### src/rtl/mem_arbiter_rr.sv
`default_nettype none
// ============================================================================
// Module      : mem_arbiter_rr
// Description : N-port memory arbiter. Picks one requesting client (fixed
//               priority or round-robin), drives the single memory interface
//               until mem_ack or a bus timeout, then returns a one-cycle ack
//               (with err on timeout) to the served client.
// Revision    : 1.0 - initial release
// ----------------------------------------------------------------------------
// Ports
//   clk            : system clock, all logic on rising edge
//   reset          : synchronous active-high reset
//   req_read       : per-port read request, held until ack
//   req_write      : per-port write request, held until ack (beats read)
//   req_addr       : packed per-port addresses, port i at [i*ADDR_W +: ADDR_W]
//   req_wdata      : packed per-port write data, same packing
//   ack            : one-cycle completion pulse to the served port
//   rdata          : read data, valid with ack for reads
//   err            : one-cycle pulse with ack when the access timed out
//   grant_id       : index of the port currently or last served
//   mem_read       : memory read strobe
//   mem_write      : memory write strobe
//   mem_ack        : memory completion
//   mem_addr       : memory address
//   mem_data_write : memory write data
//   mem_data_read  : memory read data, sampled with mem_ack
// ============================================================================
module mem_arbiter_rr #(
  parameter int NUM_PORTS      = 4,
  parameter int ADDR_W         = 32,
  parameter int DATA_W         = 32,
  parameter int RR_ENABLE      = 1,
  parameter int TIMEOUT_CYCLES = 0
) (
  input  logic                        clk,
  input  logic                        reset,
  input  logic [NUM_PORTS-1:0]        req_read,
  input  logic [NUM_PORTS-1:0]        req_write,
  input  logic [NUM_PORTS*ADDR_W-1:0] req_addr,
  input  logic [NUM_PORTS*DATA_W-1:0] req_wdata,
  output logic [NUM_PORTS-1:0]        ack,
  output logic [DATA_W-1:0]           rdata,
  output logic                        err,
  output logic [$clog2(NUM_PORTS)-1:0] grant_id,
  output logic                        mem_read,
  output logic                        mem_write,
  input  logic                        mem_ack,
  output logic [ADDR_W-1:0]           mem_addr,
  output logic [DATA_W-1:0]           mem_data_write,
  input  logic [DATA_W-1:0]           mem_data_read
);

  localparam int IW = $clog2(NUM_PORTS);
  // A disabled timeout still needs a legal (1-bit) counter.
  localparam int CW = (TIMEOUT_CYCLES > 0) ? $clog2(TIMEOUT_CYCLES + 1) : 1;

  localparam logic [1:0] ST_IDLE = 2'd0;
  localparam logic [1:0] ST_BUSY = 2'd1;
  localparam logic [1:0] ST_DONE = 2'd2;

  logic [1:0]           state, state_nxt;
  logic [CW-1:0]        tmo_cnt, tmo_cnt_nxt;
  logic [IW-1:0]        last_grant, last_grant_nxt;
  logic                 op_write, op_write_nxt;

  logic [NUM_PORTS-1:0] ack_nxt;
  logic [DATA_W-1:0]    rdata_nxt;
  logic                 err_nxt;
  logic [IW-1:0]        grant_id_nxt;
  logic                 mem_read_nxt, mem_write_nxt;
  logic [ADDR_W-1:0]    mem_addr_nxt;
  logic [DATA_W-1:0]    mem_data_write_nxt;

  logic [NUM_PORTS-1:0] eligible;
  logic                 any_req;
  logic [IW-1:0]        winner;
  logic [IW-1:0]        cand_idx;
  int                   cand;
  logic                 timeout_hit;

  assign eligible = req_read | req_write;

  // The counter holds the number of BUSY cycles already elapsed without
  // mem_ack, so the limit is reached on the edge closing the last allowed one.
  assign timeout_hit = (TIMEOUT_CYCLES != 0) && (tmo_cnt == CW'(TIMEOUT_CYCLES - 1));

  // Winner search: walk ports in priority order, first eligible wins.
  // Round-robin starts one past the last granted port.
  always_comb begin
    any_req  = 1'b0;
    winner   = '0;
    cand     = 0;
    cand_idx = '0;
    for (int k = 0; k < NUM_PORTS; k++) begin
      cand     = (RR_ENABLE != 0) ? ((int'(last_grant) + 1 + k) % NUM_PORTS) : k;
      cand_idx = IW'(cand);
      if (!any_req && eligible[cand_idx]) begin
        any_req = 1'b1;
        winner  = cand_idx;
      end
    end
  end

  // State and registered outputs.
  always_ff @(posedge clk) begin
    if (reset) begin
      state          <= ST_IDLE;
      tmo_cnt        <= '0;
      last_grant     <= IW'(NUM_PORTS - 1);
      op_write       <= 1'b0;
      ack            <= '0;
      rdata          <= '0;
      err            <= 1'b0;
      grant_id       <= '0;
      mem_read       <= 1'b0;
      mem_write      <= 1'b0;
      mem_addr       <= '0;
      mem_data_write <= '0;
    end else begin
      state          <= state_nxt;
      tmo_cnt        <= tmo_cnt_nxt;
      last_grant     <= last_grant_nxt;
      op_write       <= op_write_nxt;
      ack            <= ack_nxt;
      rdata          <= rdata_nxt;
      err            <= err_nxt;
      grant_id       <= grant_id_nxt;
      mem_read       <= mem_read_nxt;
      mem_write      <= mem_write_nxt;
      mem_addr       <= mem_addr_nxt;
      mem_data_write <= mem_data_write_nxt;
    end
  end

  // Next-state logic.
  always_comb begin
    state_nxt = state;
    case (state)
      ST_IDLE: if (any_req) state_nxt = ST_BUSY;
      ST_BUSY: if (mem_ack || timeout_hit) state_nxt = ST_DONE;
      ST_DONE: state_nxt = ST_IDLE;
      default: state_nxt = ST_IDLE;
    endcase
  end

  // Output / datapath next values. ack and err default low so they pulse
  // for exactly the DONE cycle.
  always_comb begin
    tmo_cnt_nxt        = tmo_cnt;
    last_grant_nxt     = last_grant;
    op_write_nxt       = op_write;
    ack_nxt            = '0;
    rdata_nxt          = rdata;
    err_nxt            = 1'b0;
    grant_id_nxt       = grant_id;
    mem_read_nxt       = mem_read;
    mem_write_nxt      = mem_write;
    mem_addr_nxt       = mem_addr;
    mem_data_write_nxt = mem_data_write;
    case (state)
      ST_IDLE: begin
        if (any_req) begin
          grant_id_nxt       = winner;
          last_grant_nxt     = winner;
          op_write_nxt       = req_write[winner];
          mem_write_nxt      = req_write[winner];
          mem_read_nxt       = ~req_write[winner];
          mem_addr_nxt       = req_addr[winner*ADDR_W +: ADDR_W];
          mem_data_write_nxt = req_wdata[winner*DATA_W +: DATA_W];
          tmo_cnt_nxt        = '0;
        end
      end
      ST_BUSY: begin
        // mem_ack takes precedence over a coincident timeout.
        if (mem_ack) begin
          mem_read_nxt  = 1'b0;
          mem_write_nxt = 1'b0;
          if (!op_write) rdata_nxt = mem_data_read;
          ack_nxt       = NUM_PORTS'(1) << grant_id;
        end else if (timeout_hit) begin
          mem_read_nxt  = 1'b0;
          mem_write_nxt = 1'b0;
          if (!op_write) rdata_nxt = '0;
          ack_nxt       = NUM_PORTS'(1) << grant_id;
          err_nxt       = 1'b1;
        end else begin
          tmo_cnt_nxt = tmo_cnt + CW'(1);
        end
      end
      default: ;
    endcase
  end

endmodule
`default_nettype wire
### config.mk
export PLATFORM = sky130hd
export DESIGN_NAME = mem_arbiter_rr
export DESIGN_NICKNAME = d
export VERILOG_FILES = /design/src/rtl/mem_arbiter_rr.sv
export SDC_FILE = /design/constraint.sdc
export NUM_CORES = 1
export LEC_CHECK = 0
export ABC_AREA = 0
export CORE_AREA = 8 8 150 152
export CTS_BUF_LIST = sky130_fd_sc_hd__clkbuf_4 sky130_fd_sc_hd__clkbuf_8
export DETAILED_ROUTE_END_ITERATION = 8
export DIE_AREA = 0 0 158 160
export GPL_TIMING_DRIVEN = 1
export MAX_ROUTING_LAYER = met4
export PLACE_DENSITY_LB_ADDON = 0.08
export SKIP_CTS_REPAIR_TIMING = 1
export SLEW_MARGIN = 10
export SYNTH_ARGS = -nofsm -noshare
export SYNTH_HDL_FRONTEND = slang
export SYNTH_SLANG_ARGS = --single-unit
export TNS_END_PERCENT = 5
### constraint.sdc
create_clock -name clk -period 5.2 [get_ports clk]
set_clock_uncertainty 0.2 [all_clocks]
set_input_delay 0.78 -clock clk [delete_from_list [all_inputs] [get_ports clk]]
set_output_delay 0.78 -clock clk [all_outputs]
set_load 0.01 [all_outputs]
==> results of run 1 <==
==> where the power goes <==
group	switching (mW)	total (mW)	internal [mW]
sequential	0.0601	1.01	0.945
combinational	0.444	1.03	0.587
clock	0.331	0.512	0.181
==> state kept, by name, summed over array words and instances (netlist names) <==
name	count
ack	4
grant_id	2
last_grant	2
mem_addr	32
mem_data_write	32
mem_read	1
mem_write	1
op_write	1
rdata	32
state	2
==> Yosys cell counts (all sizes together) <==
cell type and number:
nor4 3, mux2 1, nor3 4, and2 1, nor4b 1, o31ai 2
nand3 1, dfxtp 109, conb 1, nor2 6, a21oi 38, o211a 2
clkbuf 17, o21ai 1, nand2 138, or2 4, o311ai 2, o221ai 68
nor2b 1, nand2b 1, or4 2, a211oi 1, mux2i 130, and3 1
buf 33, inv 1
==> metrics by stage <==
step                      area (µm²)  setup WS, ps  hold slack (ps)  power [mW]  std cells
after floorplan                 5300          2630              237        1.50        569
after global placement          9530          1490              242        2.07       1203
after detailed placement        9530          1440              246        2.07       1203
after CTS                       9710          1840              263        2.60       1219
after global routing            9710          1710              282        2.71       1220
final                           9710          1870              259        2.55       1220
==> cells by family after synthesis <==
logic type             share of synthesized area
buffers and inverters                     0.0515
other                                   0.000708
and+or+nand+nor                            0.126
DFF                                        0.412
muxes                                      0.248
AOI/OAI and AO/OA                          0.162
==> critical path, delay by kind of cell <==
family | cells | cell delay, ps
and+or+nand+nor | 3 | 1390
AOI/OAI and AO/OA | 2 | 350
buffers and inverters | 2 | 900
==> area by class of cell <==
type                            instances  share of cell area
Clock buffer                            9              0.0128
Inverter                                1            0.000386
Timing Repair Buffer                  414               0.425
Tap cell                              270              0.0348
Sequential cell                       109               0.225
Antenna cell                            1            0.000258
Multi-Input combinational cell        409               0.296
Clock inverter                          7             0.00644
==> path summary, 6_finish.rpt <==
check,cells past startpoint,endpoint,startpoint,slack (ps)
hold / removal,2,rdata[4],rdata[4],260
setup / recovery,7,mem_addr[18],req_write[0],1870
setup reg to reg,5,mem_data_write[26],last_grant[1],2600
hold reg to reg,2,rdata[4],rdata[4],260
==> layer usage <==
metal	part of all wire	global-route usage	wire length, µm	vias to the layer above
met2	0.49	0.333	12500	247
met3	0.097	0.0640	2470	24
met4	0.017	0.0566	424	0
li1	-	-	-	2836
met1	0.39	0.217	9940	2650
met5	0	-	0	-
==> flow_summary.json, run 1 <==
{
  "root_buffer": "clkbuf_8",
  "rsz0062_at_grt": "no",
  "required_ps": 5300,
  "vias": 5757,
  "initial_core_util": 0.264,
  "critPathKind": "input port to flip-flop",
  "drv_slew": 0,
  "dp_hpwl_um": 20100,
  "synthTopCellsByArea": "dfxtp_1 (41%), mux2i_1 (25%), o221ai_1 (11%), nand2_1 (9.8%), a21oi_1 (3.6%)",
  "ys_warn_count": 0,
  "numCtsBuffers": 9,
  "die_h_um": 160,
  "row_count": 52,
  "ant_nets": 0,
  "cp_slowest_cell": "nor2b_4",
  "grt_pass1_wl_um": 36700,
  "maxCapViolCount": 0,
  "worst_pin_slew_ps": 788,
  "drc": 0,
  "synth_cell_types": 32,
  "track_usage": 0.197,
  "grt_pass1_vias": 5909,
  "ys_seq_area_frac": 0.412,
  "drt_iter0_drc": 248,
  "synth_top_area_cell": "dfxtp_1",
  "clk_latency_ps": 400,
  "syn_nets": 868,
  "clockBufferDepth": 2,
  "avgSynthCellArea_um2": 9.31,
  "grt_antenna_before_repair": 1,
  "utilization": 0.485,
  "syn_area_um2": 5300,
  "path_cells": "clkdlybuf4s50_1 > or4_4 > o21ai_2 > nor2b_4 > buf_4 > nand2_1 > o221ai_1",
  "min_period_ps": 3330,
  "cts_sinks": 109,
  "grt_max_degree": 67,
  "synthToLayoutAreaGrowth_pct": 83.4,
  "slew_headroom": 0.475,
  "hold_viol": 0,
  "setup_violations": 0,
  "syn_inst": 569,
  "wl_um": 25400,
  "final_cell_mix": "clkdlybuf4s50_1 (402), nand2_1 (137), mux2i_1 (130)",
  "cts_tree": "built",
  "dr.pass1.iters": 6,
  "nNetsFinal": 1243,
  "path_clk_slew_ps": 110,
  "vdd_drop_max_uv": 112,
  "start_kind": "input port",
  "via_per_inst": 4.72,
  "cpPeakStageDelay_ps": 720,
  "final_common_cell": "clkdlybuf4s50_1",
  "ys_ff_latch": 109,
  "core_area_um2": 20000,
  "grt_overflow": 0,
  "synth_top_area_share": 0.412,
  "port_buffers": 402,
  "leakage_nw": 3.80,
  "critPathMaxFanout": 30,
  "final.setup.tns_ps": 0,
  "ff_latch_area_um2": 2180,
  "critPathCaptureType": "flip-flop",
  "min_path_type": "flip-flop to flip-flop",
  "fillers": 1985,
  "detail_route.wl_per_cell_um": 20.8,
  "io_pins": 404,
  "power.density_nw_per_um2": 262,
  "die_w_um": 158,
  "fmax_mhz": 300,
  "drive_gt1_frac": 0.0443,
  "htreeDepth": 3,
  "cp.arrival_ps": 3430,
  "post-route-period-util": 0.641,
  "multiInputGateArea_um2": 2880,
  "dieArea_um2": 25300,
  "status": "finished, final reports clean",
  "gp_congestion": 0.783
}
Note: power is estimated with default switching activity, not from simulation.
==> inputs of run 2 (changes only) <==
- clock period: 5.2 -> 2.7 ns (I/O delays scaled with it)
==> run 2 against run 1 <==
Compared with the run above:
- cell count is 2.0% higher
- clock power is 97% higher
- sequential power is 92% higher
- wire length is 0.66% higher
- global-route usage is 0.26 points higher
- critical endpoint is now mem_addr[31]
- power is 99% higher
- via count is 0.78% higher
==> flow_summary.json, run 2 (synthesis results as in run 1) <==
{
  "cts_tree": "built",
  "slew_headroom": 0.562,
  "utilization": 0.502,
  "drv_slew": 0,
  "synthToLayoutAreaGrowth_pct": 90.0,
  "maxCapViolCount": 0,
  "numCtsBuffers": 9,
  "critPathCaptureType": "flip-flop",
  "timing.critical_path.buf_inv": 3,
  "die_h_um": 160,
  "initial_core_util": 0.264,
  "root_buffer": "clkbuf_8",
  "p_total_mw": 5.08,
  "clk_latency_ps": 380,
  "required_ps": 2760,
  "min_path_type": "flip-flop to flip-flop",
  "dp_slack_ps": -183,
  "drt_iter0_drc": 228,
  "hold_viol": 0,
  "wl_um": 25500,
  "cp.arrival_ps": 2490,
  "gp_congestion": 0.804,
  "grt_overflow": 0,
  "grt_max_degree": 44,
  "clockBufferDepth": 2,
  "grt_pass1_wl_um": 37400,
  "final_cell_mix": "clkdlybuf4s50_1 (402), nand2_1 (137), mux2i_1 (130)",
  "leakage_nw": 3.98,
  "critPathMaxFanout": 11,
  "cp_top_family": "buffers and inverters",
  "fmax_mhz": 411,
  "start_kind": "input port",
  "drive_gt1_frac": 0.0659,
  "via_per_inst": 4.66,
  "reg_top3": "mem_addr: 32 flops, mem_data_write: 32 flops, rdata: 32 flops",
  "r2r_cells": 6,
  "post-route-period-util": 0.901,
  "cp_num_cells": 8,
  "dieArea_um2": 25300,
  "port_buffers": 402,
  "rsz0062_at_grt": "no",
  "min_period_ps": 2430,
  "status": "finished, final reports clean",
  "dp.cells": 1225,
  "reg2reg_slack_ps": 570,
  "critPathKind": "input port to flip-flop",
  "ant_nets": 0,
  "nNetsFinal": 1265,
  "grt_pass1_vias": 6069,
  "cts_sinks": 109,
  "htreeDepth": 3,
  "core_area_um2": 20000,
  "drc": 0,
  "vdd_drop_max_uv": 242,
  "path_clk_slew_ps": 120,
  "fin_ws_ps": 267,
  "grt_antenna_before_repair": 3,
  "setup_violations": 0,
  "power.density_nw_per_um2": 505,
  "track_usage": 0.200,
  "detail_route.wl_per_cell_um": 20.5,
  "dr.pass1.iters": 4,
  "final_cells": 1244,
  "worst_pin_slew_ps": 657,
  "dp_hpwl_um": 20300,
  "vias": 5802,
  "die_w_um": 158,
  "row_count": 52,
  "cpPeakStageDelay_ps": 450,
  "hold_depth": 2,
  "path_cells": "clkdlybuf4s50_1 > nor2_1 > o221ai_1 > a21oi_4 > buf_12 > buf_12 > mux2i_1 > o221ai_1",
  "io_pins": 404,
  "final_common_cell": "clkdlybuf4s50_1",
  "cp_slowest_cell": "clkdlybuf4s50_1"
}
-- run 2: path summary, 6_finish.rpt --
kind	to	start
worst max-delay path	mem_addr[31]	req_write[3]
worst min-delay path	rdata[17]	rdata[17]
worst max register to register	mem_addr[31]	last_grant[1]
worst min register to register	rdata[17]	rdata[17]
-- run 2: stage by stage --
| stage | instance area (µm²) | hold WS (ps) | setup TNS (ps) |
|---|---|---|---|
| finish | 10100 | 258 | 0 |
| global route | 10100 | 280 | 0 |
| CTS | 10100 | 262 | 0 |
| detailed placement | 9870 | 245 | -2420 |
| global placement | 9870 | 242 | -210 |
| floorplan | 5300 | 237 | 0 |
-- run 2: cell type report --
| cell class | instances | area (µm²) |
|---|---|---|
| diodes | 3 | 7.51 |
| flip-flops and latches | 109 | 2180 |
| fillers | 1936 | 9970 |
| clock inverters | 7 | 68.8 |
| clock buffers | 9 | 124 |
| inverters | 1 | 3.75 |
| repair buffers | 436 | 4470 |
| multi-input cells | 409 | 2880 |
| well taps | 270 | 338 |
-- run 2: per-layer routing --
metal	track usage	vias up	routed length, µm
met5	-	-	0
met4	0.0506	0	345
met3	0.0726	17	2550
met2	0.338	242	12700
met1	0.218	2659	9930
li1	-	2884	-
-- run 2: tightest hold or removal path, cell delays in order (launching register included) --
cell	delay (ps)
dfxtp_1	320
nand2_1	50
a21oi_1	50
-- run 2: where the power goes --
part / total [mW] / leakage, nW / internal (mW) / switching, mW
combinational: 2.13 / 2.99 / 1.26 / 0.869
clock: 1.01 / 0.0907 / 0.357 / 0.656
sequential: 1.94 / 0.896 / 1.82 / 0.116
==> RTL edit 1: new RTL, flow settings as in run 1 <==
Put one more register stage on the output `err`, cleared by the reset. The value now appears one clock later. The other outputs are not delayed to match. Comments in the files are not updated.
--- a/src/rtl/mem_arbiter_rr.sv
+++ b/src/rtl/mem_arbiter_rr.sv
@@ -59,4 +59,6 @@
   localparam logic [1:0] ST_DONE = 2'd2;
 
+  logic err_s0;
+
   logic [1:0]           state, state_nxt;
   logic [CW-1:0]        tmo_cnt, tmo_cnt_nxt;
@@ -111,5 +113,5 @@
       ack            <= '0;
       rdata          <= '0;
-      err            <= 1'b0;
+      err_s0         <= 1'b0;
       grant_id       <= '0;
       mem_read       <= 1'b0;
@@ -124,5 +126,5 @@
       ack            <= ack_nxt;
       rdata          <= rdata_nxt;
-      err            <= err_nxt;
+      err_s0         <= err_nxt;
       grant_id       <= grant_id_nxt;
       mem_read       <= mem_read_nxt;
@@ -192,4 +194,12 @@
   end
 
+  always_ff @(posedge clk) begin
+    if (reset) begin
+      err <= '0;
+    end else begin
+      err <= err_s0;
+    end
+  end
+
 endmodule
 `default_nettype wire
Formal check against the unedited RTL: equivalent (equiv_simple and equiv_induct, registers matched by name and starting in step).
==> RTL edit 1 against run 1 <==
- count of clock-buffer cells in the layout did not move
- area after synthesis grew 5.6%
- setup slack gained 0.16 ns
- routed wire length up 0.19%
- total power hardly changed
- sequential cell count is the same
- non-clock buffer count decreased by 3
- design area grew 0.44%
==> RTL edit 1: results (changes against run 1) <==
metric;value;unit;change
syn-num-nets;871;;was 868
synth_common_cells;nand2_1 (139), mux2i_1 (128), dfxtp_1 (109);;was nand2_1 (138), mux2i_1 (130), dfxtp_1 (109)
whs;0.259;ns;about the same
max-vdd-ir-drop;0.150;mV;was 0.112 mV
wl_met1;10100;microns;was 9940 microns
grt_pass1_vias;5860;;was 5909
place_congestion;0.833;;was 0.783
use_met2;0.331;;was 0.333
routed_wl;25400;microns;about the same
dpl_worst_slack;1.58;ns;was 1.44 ns
reg2reg_depth;7;;was 5
clock_latency;0.38;ns;was 0.40 ns
grtUsageMet3;0.0696;;was 0.0640
cpMaxStageDelayCell;nand2_2;;was nor2b_4
met1_usage;0.218;;was 0.217
dr.pass1.iters;4;;was 6
crit_fanout;44;;was 30
status;complete, no violations;;unchanged
antenna_found_initial;3;;was 1
placed_area;9560;sq um;was 9530 sq um
fin_cells;1224;;was 1220
grt_util_all_layers;0.197;;about the same
vias;5798;;was 5757
fmax;315;MHz;was 300 MHz
hpwl;19900;microns;was 20100 microns
cp.arrival;3.27;ns;was 3.43 ns
synthCells;572;;was 569
slowest_delay;0.55;ns;was 0.72 ns
muxShareOfSynthArea;0.229;;was 0.248
-- RTL edit 1: worst max-delay path by stage --
| stage | startpoint | end | cells past startpoint |
|---|---|---|---|
| detailed placement | req_write[0] | mem_data_write[5] | 7 |
| CTS | req_write[0] | mem_data_write[5] | 7 |
| global route | req_write[0] | mem_data_write[5] | 7 |
| finish | req_write[0] | mem_data_write[5] | 7 |
| floorplan | req_read[0] | mem_addr[10] | 7 |
| global placement | req_read[1] | mem_data_write[14] | 8 |
-- RTL edit 1: layout make-up --
| cell class | count | area (sq um) |
|---|---|---|
| Multi-Input combinational cell | 414 | 2920 |
| Timing Repair Buffer | 411 | 4120 |
| Clock buffer | 9 | 124 |
| Clock inverter | 7 | 65.1 |
| Fill cell | 1961 | 10300 |
| Sequential cell | 109 | 2180 |
| Inverter | 1 | 3.75 |
| Antenna cell | 3 | 7.51 |
| Tap cell | 270 | 338 |
-- RTL edit 1: where the power goes --
group	internal [mW]	switching (mW)
Sequential	0.944	0.0599
Clock	0.188	0.335
Combinational	0.586	0.437
==> RTL edit 2: new RTL, flow settings as in run 1 <==
Without the edit above. `RR_ENABLE`: 1 -> 0.
--- a/src/rtl/mem_arbiter_rr.sv
+++ b/src/rtl/mem_arbiter_rr.sv
@@ -30,5 +30,5 @@
   parameter int ADDR_W         = 32,
   parameter int DATA_W         = 32,
-  parameter int RR_ENABLE      = 1,
+  parameter int RR_ENABLE      = 0,
   parameter int TIMEOUT_CYCLES = 0
 ) (
Check against the original RTL: same outputs for any inputs over 4 cycles, from zero or initial values and one cycle with reset high; that may be too few to reach the edited logic, so the function may still have changed.
==> RTL edit 2 against run 1 <==
- routed wire length increased by 8.1%
- critical path depth decreased by 1
- setup slack improved by 0.16 ns
- sequential cell count decreased by 2
- area after synthesis decreased by 3.8%
- utilization decreased by 1.3 points
- sequential share of layout area increased by 0.21 points
- design area decreased by 2.7%
- total power decreased by 16%
- register-to-register slack improved by 0.37 ns
==> RTL edit 2: results (changes against run 1) <==
metric;value;unit;change
status;complete, no violations;;unchanged
ys_types;35;;was 32
via_per_inst;4.90;;was 4.72
p_per_area;226;nW/um^2;was 262 nW/um^2
place_congestion;0.871;;was 0.783
fin_crit;3.17;ns;was 3.33 ns
reg2reg_from;state[1];;was last_grant[1]
whs;0.259;ns;about the same
synth_area_leaders;dfxtp_1 (42%), a221oi_1 (11%), o32ai_1 (11%);;was dfxtp_1 (41%), mux2i_1 (25%), o221ai_1 (11%)
max-vdd-ir-drop;0.109;mV;was 0.112 mV
worstReg2RegEnd;rdata[13];;was mem_data_write[26]
grt_util_all_layers;0.212;;was 0.197
synth_compound_area_frac;0.338;;was 0.162
vias;6214;;was 5757
pg_seq;926;uW;was 1.01 mW
grt_first_pass_wirelength;39700;microns;was 36700 microns
async_flop_share;0;;unchanged
pwr-share-comb;0.302;;was 0.405
endpoint;mem_data_write[15];;was mem_addr[18]
routed_wl;27400;microns;was 25400 microns
syn-num-nets;926;;was 868
sw_frac_of_total;0.312;;was 0.328
p_leak;3.27;nW;was 3.80 nW
dpl_worst_slack;1.54;ns;was 1.44 ns
worstHoldStart;mem_data_write[17];;was rdata[4]
cts-root-buf;clkbuf_8;;unchanged
yosysSeqAreaShare;0.420;;was 0.412
regToRegSetupSlack;2.97;ns;was 2.60 ns
grt_pass1_vias;6364;;was 5909
drive_above_1_share;0.0492;;was 0.0443
drtIter0Drc;320;;was 248
dr.pass1.iters;4;;was 6
syn_area_per_cell;8.13;sq um;was 9.31 sq um
grt_max_degree;68;;was 67
critPathLaunch;req_read[1];;was req_write[0]
worst_slew_pin_slew;1.10;ns;was 0.788 ns
ys_warn_count;0;;unchanged
placed_area;9230;sq um;was 9530 sq um
whs_endpoint;mem_data_write[17];;was rdata[4]
hpwl;20500;microns;was 20100 microns
synth_common_cells;dfxtp_1 (107), nand2_1 (68), inv_1 (66), o21ai_0 (66);;was nand2_1 (138), mux2i_1 (130), dfxtp_1 (109)
muxShareOfSynthArea;0;;was 0.248
crit_fanout;67;;was 30
place_inst;1250;;was 1203
-- RTL edit 2: changes by cell type after synthesis, sizes merged, moves of 65 or more --
cell | before | now
o221ai | 68 | 1
o21ai | 1 | 68
nand2 | 138 | 68
inv | 1 | 66
nor2 | 6 | 73
mux2i | 130 | 0
-- RTL edit 2: final cells by class --
cell class / instances / area [sq um]
diodes: 3 / 7.51
well taps: 270 / 338
repair buffers: 412 / 4110
inverters: 66 / 248
clock inverters: 7 / 86.3
multi-input cells: 395 / 2390
fillers: 2020 / 10600
flip-flops and latches: 107 / 2140
clock buffers: 9 / 124
-- RTL edit 2: layer usage --
metal,track usage,share of wire
met1,0.239,0.41
met2,0.352,0.48
met3,0.0686,0.093
met4,0.0600,0.020
met5,-,0
-- RTL edit 2: critical path: stages --
cell and delay (ns):
clkdlybuf4s50_1 0.60, or4_4 0.68, o21ai_2 0.18, nand2b_2 0.10, buf_4 0.59, o32ai_1 0.22
